File: src/rtl/core_fque_pkg.sv
// Shared types and default sizes for the free-queue pointer cache.
package core_fque_pkg;

    typedef enum logic [1:0] {
        StIdle,
        StFill,
        StRun,
        StDrain
    } fq_state_e;

    localparam int unsigned DefBitQPtr  = 5;
    localparam int unsigned DefPfCnt    = 4;
    localparam int unsigned DefRetCnt   = 4;
    localparam int unsigned DefLowMark  = 2;

endpackage

File: src/rtl/core_ptr_sfifo.sv
// Small synchronous pointer FIFO. Write and read may occur in the same cycle at any
// occupancy; a read of an empty FIFO is ignored, a write to a full FIFO needs a read.
module core_ptr_sfifo #(
    parameter int unsigned DEPTH = 4,
    parameter int unsigned WIDTH = 5
) (
    input  logic                   clk,
    input  logic                   rst,
    input  logic                   push_i,
    input  logic [WIDTH-1:0]       wdata_i,
    input  logic                   pop_i,
    output logic [$clog2(DEPTH):0] cnt_o,
    output logic [WIDTH-1:0]       head_o
);

    localparam int unsigned IdxW = $clog2(DEPTH);
    localparam int unsigned CntW = IdxW + 1;

    logic [WIDTH-1:0] mem_q [DEPTH];
    logic [IdxW-1:0]  rd_q, rd_d, wr_q, wr_d;
    logic [CntW-1:0]  cnt_q, cnt_d;
    logic             full, do_push, do_pop;

    // Indices wrap modulo DEPTH, which need not be a power of two.
    function automatic logic [IdxW-1:0] idx_inc(input logic [IdxW-1:0] idx);
        if (idx == IdxW'(DEPTH - 1)) begin
            return '0;
        end
        return idx + IdxW'(1);
    endfunction

    assign full    = (cnt_q == CntW'(DEPTH));
    assign do_pop  = pop_i && (cnt_q != '0);
    assign do_push = push_i && (!full || do_pop);

    // Next-state for indices and occupancy.
    always_comb begin
        rd_d  = do_pop ? idx_inc(rd_q) : rd_q;
        wr_d  = do_push ? idx_inc(wr_q) : wr_q;
        cnt_d = cnt_q + CntW'(do_push) - CntW'(do_pop);
    end

    // Index and count registers.
    always_ff @(posedge clk or posedge rst) begin
        if (rst) begin
            rd_q  <= '0;
            wr_q  <= '0;
            cnt_q <= '0;
        end else begin
            rd_q  <= rd_d;
            wr_q  <= wr_d;
            cnt_q <= cnt_d;
        end
    end

    // Storage; contents are don't-care until written.
    always_ff @(posedge clk) begin
        if (do_push) begin
            mem_q[wr_q] <= wdata_i;
        end
    end

    assign cnt_o  = cnt_q;
    assign head_o = mem_q[rd_q];

endmodule

File: src/rtl/core_fque_ptr_cache.sv
// Pointer cache in front of a free queue: prefetches pointers for fast allocation,
// batches released pointers back to the queue, and drains the prefetch pool on flush.
// Optional feature: define CORE_FQUE_PTR_CACHE_STATS_EN to add alloc/free counters.
module core_fque_ptr_cache
    import core_fque_pkg::*;
#(
    parameter int unsigned BITQPTR = DefBitQPtr,
    parameter int unsigned PFCNT   = DefPfCnt,
    parameter int unsigned RETCNT  = DefRetCnt,
    parameter int unsigned LOWMARK = DefLowMark
) (
    input  logic               clk,
    input  logic               rst,
    input  logic               fq_ready,
    input  logic [BITQPTR:0]   fq_freecnt,
    output logic               fq_pop,
    input  logic               fq_po_pvld,
    input  logic [BITQPTR-1:0] fq_po_ptr,
    output logic               fq_push,
    output logic [BITQPTR-1:0] fq_pu_ptr,
    output logic               alloc_vld,
    input  logic               alloc_rdy,
    output logic [BITQPTR-1:0] alloc_ptr,
    input  logic               free_vld,
    output logic               free_rdy,
    input  logic [BITQPTR-1:0] free_ptr,
    input  logic               flush,
    output logic               flush_done,
    output logic               err
`ifdef CORE_FQUE_PTR_CACHE_STATS_EN
    ,
    output logic [31:0]        alloc_total,
    output logic [31:0]        free_total
`endif
);

    localparam int unsigned PfCntW  = $clog2(PFCNT) + 1;
    localparam int unsigned RetCntW = $clog2(RETCNT) + 1;
    localparam int unsigned SumW    = PfCntW + 1;

    fq_state_e          state_q;
    logic [PfCntW-1:0]  pf_cnt, outst_q, outst_d;
    logic [RetCntW-1:0] ret_cnt;
    logic [BITQPTR-1:0] pf_head, ret_head;
    logic               err_q, err_d;
    logic               in_fill_run, room, ret_full;
    logic               alloc_fire, free_fire, drain_push, ret_push, pf_pop, drain_done;
    logic               pvld_dec;

    core_ptr_sfifo #(
        .DEPTH (PFCNT),
        .WIDTH (BITQPTR)
    ) u_pf_fifo (
        .clk     (clk),
        .rst     (rst),
        .push_i  (fq_po_pvld),
        .wdata_i (fq_po_ptr),
        .pop_i   (pf_pop),
        .cnt_o   (pf_cnt),
        .head_o  (pf_head)
    );

    core_ptr_sfifo #(
        .DEPTH (RETCNT),
        .WIDTH (BITQPTR)
    ) u_ret_fifo (
        .clk     (clk),
        .rst     (rst),
        .push_i  (free_fire),
        .wdata_i (free_ptr),
        .pop_i   (ret_push),
        .cnt_o   (ret_cnt),
        .head_o  (ret_head)
    );

    // Handshakes, pop gating and push source selection.
    always_comb begin
        in_fill_run = (state_q == StFill) || (state_q == StRun);
        // In-flight pops count against the pool so the prefetch FIFO can never overflow.
        room        = (SumW'(pf_cnt) + SumW'(outst_q)) < SumW'(PFCNT);
        fq_pop      = in_fill_run && fq_ready && (fq_freecnt != '0) && room;

        alloc_vld   = (state_q == StRun) && (pf_cnt != '0);
        alloc_fire  = alloc_vld && alloc_rdy;
        alloc_ptr   = alloc_vld ? pf_head : '0;

        ret_full    = (ret_cnt == RetCntW'(RETCNT));
        free_rdy    = !rst && !ret_full;
        free_fire   = free_vld && free_rdy;

        drain_push  = (state_q == StDrain) && (pf_cnt != '0);
        ret_push    = (state_q != StDrain) && (ret_cnt != '0);
        fq_push     = drain_push || ret_push;
        fq_pu_ptr   = drain_push ? pf_head : (ret_push ? ret_head : '0);
        pf_pop      = alloc_fire || drain_push;

        drain_done  = (state_q == StDrain) && (outst_q == '0) && (pf_cnt == '0);
        flush_done  = drain_done;

        // A zero-latency return in the same cycle as its pop is not an error.
        pvld_dec    = fq_po_pvld && ((outst_q != '0) || fq_pop);
        outst_d     = outst_q + PfCntW'(fq_pop) - PfCntW'(pvld_dec);
        err_d       = err_q || (fq_po_pvld && (outst_q == '0) && !fq_pop);
    end

    // Outstanding pop counter and sticky error flag.
    always_ff @(posedge clk or posedge rst) begin
        if (rst) begin
            outst_q <= '0;
            err_q   <= 1'b0;
        end else begin
            outst_q <= outst_d;
            err_q   <= err_d;
        end
    end

    assign err = err_q;

    // Cache control FSM; flush takes priority over the fill-complete transition.
    always_ff @(posedge clk or posedge rst) begin
        if (rst) begin
            state_q <= StIdle;
        end else begin
            unique case (state_q)
                StIdle:  if (fq_ready) state_q <= StFill;
                StFill: begin
                    if (flush) begin
                        state_q <= StDrain;
                    end else if (pf_cnt >= PfCntW'(LOWMARK)) begin
                        state_q <= StRun;
                    end
                end
                StRun:   if (flush) state_q <= StDrain;
                StDrain: if (drain_done) state_q <= StFill;
                default: state_q <= StIdle;
            endcase
        end
    end

`ifdef CORE_FQUE_PTR_CACHE_STATS_EN
    logic [31:0] alloc_total_q, free_total_q;

    // Wrapping handshake counters.
    always_ff @(posedge clk or posedge rst) begin
        if (rst) begin
            alloc_total_q <= '0;
            free_total_q  <= '0;
        end else begin
            if (alloc_fire) alloc_total_q <= alloc_total_q + 32'd1;
            if (free_fire)  free_total_q  <= free_total_q + 32'd1;
        end
    end

    assign alloc_total = alloc_total_q;
    assign free_total  = free_total_q;
`endif

endmodule

File: config.mk
export PLATFORM = sky130hd
export DESIGN_NAME = core_fque_ptr_cache
export DESIGN_NICKNAME = d
export VERILOG_FILES = /design/src/rtl/core_fque_pkg.sv /design/src/rtl/core_ptr_sfifo.sv /design/src/rtl/core_fque_ptr_cache.sv
export SDC_FILE = /design/constraint.sdc
export NUM_CORES = 1
export LEC_CHECK = 0
export CORE_MARGIN = 4
export CORE_UTILIZATION = 54
export CTS_CLUSTER_SIZE = 14
export DETAILED_ROUTE_END_ITERATION = 12
export PLACE_DENSITY_LB_ADDON = 0.05
export SETUP_SLACK_MARGIN = 0.15
export SLEW_MARGIN = 10
export SYNTH_ARGS = -nofsm -noshare
export SYNTH_HDL_FRONTEND = slang
export SYNTH_SLANG_ARGS = --single-unit
File: constraint.sdc
create_clock -name clk -period 3 [get_ports clk]
set_input_delay 0.3 -clock clk [delete_from_list [all_inputs] [get_ports clk]]
set_output_delay 0.3 -clock clk [all_outputs]
set_load 0.05 [all_outputs]
# == Yosys cells after proc, flatten, opt, wreduce, memory -nomap -nowiden ==
# Memory sizes are Yosys's and may differ from the RTL's.
# Cells that the tools add are included.
# op_classes
addsub,11
n_lt_le_gt_ge,2
n_eq_ne,14
muxes,25
n_reduce_logical,37
# op_table
cell,n
$mux W2,13
$logic_and A1 B1 Y1,18
$mux W5,3
$eq A2 B2 Y1 const B,6
$add A3 B1 Y3,3
$reduce_bool A3 Y1,3
$sub A3 B1 Y3,3
$add A2 B1 Y2 const B,4
$mux W1,8
$ne A2 B2 Y1 const B,4
$pmux W2 S4,1
$logic_or A1 B1 Y1,7
$eq A3 B3 Y1 const B,2
$logic_not A3 Y1,2
$reduce_bool A6 Y1,1
$add A3 B3 Y4,1
$logic_not A1 Y1,4
$lt A4 B3 Y1 const B,1
$reduce_and A4 Y1,1
$ge A3 B2 Y1 const B,1
$ne A3 B2 Y1 const B,1
$eq A2 B1 Y1 const B,1
$logic_not A2 Y1,1
# totals
register_bits,20
ramBits,40
input_bits,23
memories,2
# mem_list
name,words,word_bits,rd,rd_clocked_by_memory_dff,wr,line_no,source
u_pf_fifo.mem_q,4,5,1,0,1,core_ptr_sfifo.sv:19,logic [WIDTH-1:0] mem_q [DEPTH];
u_ret_fifo.mem_q,4,5,1,0,1,core_ptr_sfifo.sv:19,

# == Depth between registers and ports, before layout ==
# logic_depth
depth_word,9
ltp_mapped,13
mapped_depth_nobuf,13

# == Hierarchy ==
# Synthesis repeated with hierarchy kept, for this count alone.
# hier_totals
hier_cells,191
hier_area_um2,2899.0
# by_module_without_submodules
module,n_inst,cells_each,area_per_inst_um2
core_ptr_sfifo,2,64,1153.6
core_fque_ptr_cache,1,63,591.8

# == Least setup slack after synthesis ==
# Ideal clock, no wire load.
# synth_timing
path_kind,register -> register
startpoint,register state_q[0]
endpoint,register outst_q[2]
t_arrival_ns,2.914
setup_slack_ns,-0.039
path_stages_with_launch,12
cell_sequence,dfrtp_1 > inv_1 > ha_1 > nand2_1 > nor4_1 > o31ai_2 > a31oi_1 > ha_1 > inv_1 > fa_1 > xnor2_1 > xnor2_1
# synth_via
elab_chain_cells,8
# synth_rtl
item,line_no,source
start: declaration,core_fque_ptr_cache.sv:41,fq_state_e state_q;
start signal: assignment,core_fque_ptr_cache.sv:122,state_q <= StIdle;
start signal: assignment,core_fque_ptr_cache.sv:125,StIdle: if (fq_ready) state_q <= StFill;
start signal: assignment,core_fque_ptr_cache.sv:128,state_q <= StDrain;
$eq A2 B1 Y1 or $eq A2 B2 Y1 (tied branches),core_fque_ptr_cache.sv:78,in_fill_run = (state_q == StFill) || (state_q == StRun);
$logic_or A1 B1 Y1 (*),core_fque_ptr_cache.sv:78,
$logic_and A1 B1 Y1 (*) (3 in a row),core_fque_ptr_cache.sv:81,fq_pop = in_fill_run && fq_ready && (fq_freecnt != '0) && room;
named net fq_pop,core_fque_ptr_cache.sv:16,"output logic fq_pop,"
branches (longest 2 deep; another with $add A3 B1 Y3),-,
$sub A3 B1 Y3 (*),core_fque_ptr_cache.sv:102,outst_d = outst_q + PfCntW'(fq_pop) - PfCntW'(pvld_dec);
named net outst_d[2],core_fque_ptr_cache.sv:42,"logic [PfCntW-1:0] pf_cnt, outst_q, outst_d;"
end signal: assignment,core_fque_ptr_cache.sv:112,outst_q <= outst_d;
end: declaration,core_fque_ptr_cache.sv:42,
# Mark *: on every way through the listed nets, which the timed path passes.
# A chain may end at the register's enable or synchronous reset.

# == Final worst setup path ==
# layout_timing
startpoint,register state_q[0]
endpoint,output fq_pu_ptr[0]
# layout_via
elab_chain_cells,4
# layout_rtl
item,line_no,source
$ne A2 B2 Y1,core_fque_ptr_cache.sv:92,ret_push = (state_q != StDrain) && (ret_cnt != '0);
$logic_and A1 B1 Y1,core_fque_ptr_cache.sv:92,
$mux W5,core_fque_ptr_cache.sv:94,fq_pu_ptr = drain_push ? pf_head : (ret_push ? ret_head : '0);
$mux W5 (*),core_fque_ptr_cache.sv:94,
end: declaration,core_fque_ptr_cache.sv:20,"output logic [BITQPTR-1:0] fq_pu_ptr,"
# Every way passes the cells marked *; elsewhere a longest branch is shown, timed or not.

==> run summary <==
Run status: completed
Most frequent cells in the layout: edfxtp_1, clkdlybuf4s50_1, inv_1
Fin Clk Skew: 0.00653 ns
Commonest non-fill, non-tap cell in the layout: edfxtp_1
Final HPWL DP: 3790 µm
Core area: 0.00507 mm²
Clock sink count: 60
Die height: 80.3 µm
Num ports: 39
Fmax: 0.369 GHz
Initial antenna violation count: 0
Asr flop ratio synth: 33.3%
FILL cells: 363
Post-Syn Nets: 235
Crit Path Max Fanout: 9
Number of global-route vias before repair: 1778
Synthesized area: 0.00283 mm²
Clock root buffer: clkbuf_8
Max Root-Sink Buffers: 2
Initial Util: 55.7%
TritonCTS clock tree: yes
Routed via count: 1652
Post-CTS Repair Setup Buffers: 0
IO buf count: 38
PD cells: 1120 mW/mm²
Share of post-route cells with drive strength above 1: 17.5%
Flop and latch count out of synthesis: 60
Worst hold path class: primary input to async pin
Sequential cell area fraction in the yosys report: 60.2%
Setup WS pre-CTS: 0.0672 ns
Hold Slack: 0.467 ns
Residual DRC: 0
Final GP Congestion: 0.788
Placed Instances: 294
First drt pass iteration count: 4
Combinational power share: 48.3%
Routed WL per cell: 16.2 µm
Max VDD drop: 665 µV
Mapped Cells: 186
Final TNS setup: 0 ns
Die Wd: 80.3 µm
Via/cell ratio: 5.33
Power Internal: 2.33 mW
Final Util: 68.9%
Nets: 284
Layout area overhead: 23.7%
Post-synthesis cell type count: 31
Clock slew at reported path FFs: 0.06 ns
Routed wire length: 5020 µm
Final setup viols: 0
Pins Over Slew Limit: 0
Switching share of power: 40.5%
Dpl cell area: 0.00330 mm²
Period utilisation layout: 90.3%
Initial drt markers: 89
Global-route wire length before repair: 8380 µm
Setup CP Type: register to output port
Tot Pwr: 3.92 mW
Yosys warning count: 0
Antenna diodes: 0
Setup ws final: 0.292 ns
Post-synth EDFFs: 40
Area of the multi-input gates: 0.00104 mm²
Post-Layout Inst Area: 0.00349 mm²
Slew headroom: 47.6%
Worst-Skew Late Latency: 0.33 ns
Global Route Usage Sum: 17.9%
Total area of sequential cells: 0.00170 mm²
CP peak stage delay: 0.80 ns
Post-layout min period: 2.71 ns
Crit-path cells: ha_1, nor2_2, a22o_1, clkdlybuf4s50_1
Prevailing post-synth register cell: edfxtp_1
Critical path's slowest cell: clkdlybuf4s50_1
CTS buffer count: 9
WP data arrival: 2.41 ns
Post-Layout Cell Count: 310
Row count: 26
Total grt overflow: 0
Die ar.: 0.00645 mm²
Hold Fails Final Rpt: 0
RSZ-0062 raised after global routing: false
Leak: 1.41 nW
Mean Syn Cell Area: 15.2 µm²
Clock power frac: 17.3%
Max Cap Viol: 0
Largest net degree at the start of global routing: 21
CP Capture Type: output port
Worst setup SP type: register
Flop pwr share: 34.4%
ANT nets after route: 0
Switching Power: 1.59 mW
Required time worst endpoint: 2.70 ns
CTS HTree Levels: 3
Worst-margin pin slew: 0.785 ns
cells in the mapped netlist, types with 2 or more instances:
master	number	area (µm²)
edfxtp_1	40	1200
inv_1	24	90.1
ha_1	23	288
dfrtp_1	20	500
mux4_2	10	225
and2_1	9	56.3
mux2_2	6	67.6
a22o_1	5	43.8
and3_1	5	31.3
nor2_1	5	18.8
a21oi_1	4	20.0
nand2_1	4	15.0
fa_1	3	60.1
nor3_1	3	15.0
xnor2_1	3	26.3
a31oi_1	2	12.5
and2b_1	2	15.0
buf_2	2	10.0
mux2i_1	2	20.0
o21ai_0	2	10.0
xor2_1	2	17.5
worst max-delay path, delay by kind of cell, from the launching register on:
| kind | cells | cell delay, ns |
|---|---|---|
| buffers and inverters | 1 | 0.80 |
| DFF | 1 | 0.40 |
| and+or+nand+nor | 1 | 0.40 |
| adders and majority gates | 1 | 0.26 |
| AOI/OAI and AO/OA | 1 | 0.22 |
area by class of cell:
class                           instances  area share, %
Inverter                               24           2.58
Tap cell                               70           2.51
Clock inverter                          5           1.50
Clock buffer                           11           3.76
Multi-Input combinational cell        100           29.6
Sequential cell                        60           48.8
Timing Repair Buffer                   40           11.2
registers in the layout (all words and copies together) (netlist names):
name,flops
u_ret_fifo.rd_q,2
err,1
u_ret_fifo.cnt_o,3
u_pf_fifo.cnt_o,3
u_pf_fifo.mem_q,20
state_q,2
u_pf_fifo.wr_q,2
u_ret_fifo.wr_q,2
u_ret_fifo.mem_q,20
outst_q,3
u_pf_fifo.rd_q,2
routing by layer:
metal	global-route usage, %	up-vias	part of all wire, %
met2	29.4	52	53
met5	0	-	0
met3	4.71	5	5.4
li1	-	774	-
met1	22.5	821	41
met4	7.09	0	1.3
kinds of logic (layout without fill, tap and decap cells):
logic type	count (synthesis)	after routing	synth area share (%)
flip-flops	60	60	60.2
multiplexers	18	18	11.1
buffers and inverters	26	80	3.54
AND/OR/NAND/NOR	33	33	6.69
XOR/XNOR	5	5	1.55
adder cells (fa/ha/maj)	26	26	12.3
AO/OA/AOI/OAI	18	18	4.61
worst paths after layout:
check / from / endpoint / slack [ns] / cells after the start
worst max-delay path: state_q[0] / fq_pu_ptr[0] / 0.29 / 4
worst min-delay path: rst / u_ret_fifo.wr_q[1] / 0.47 / 2
worst max register to register: state_q[1] / outst_q[2] / 0.37 / 13
worst min register to register: err / err / 0.48 / 1
max in group asynchronous: rst / u_pf_fifo.rd_q[0] / 1.99 / 2
min in group clk: err / err / 0.48 / 1
power by group through the flow:
stage,Clock [mW],Combinational [mW],Sequential [mW]
after floorplan,0,1.40,1.30
after global placement,0,1.80,1.35
after detailed placement,0,1.90,1.37
after CTS,0.699,1.91,1.35
after global routing,0.745,2.08,1.39
final,0.680,1.89,1.35
timing repair:
item	CTS	global route
setup endpoints to repair	0	4
gates resized for setup	0	3
endpoints found under the hold margin	0	0
hold buffers	0	0
Note: power is estimated with default switching activity, not from simulation.
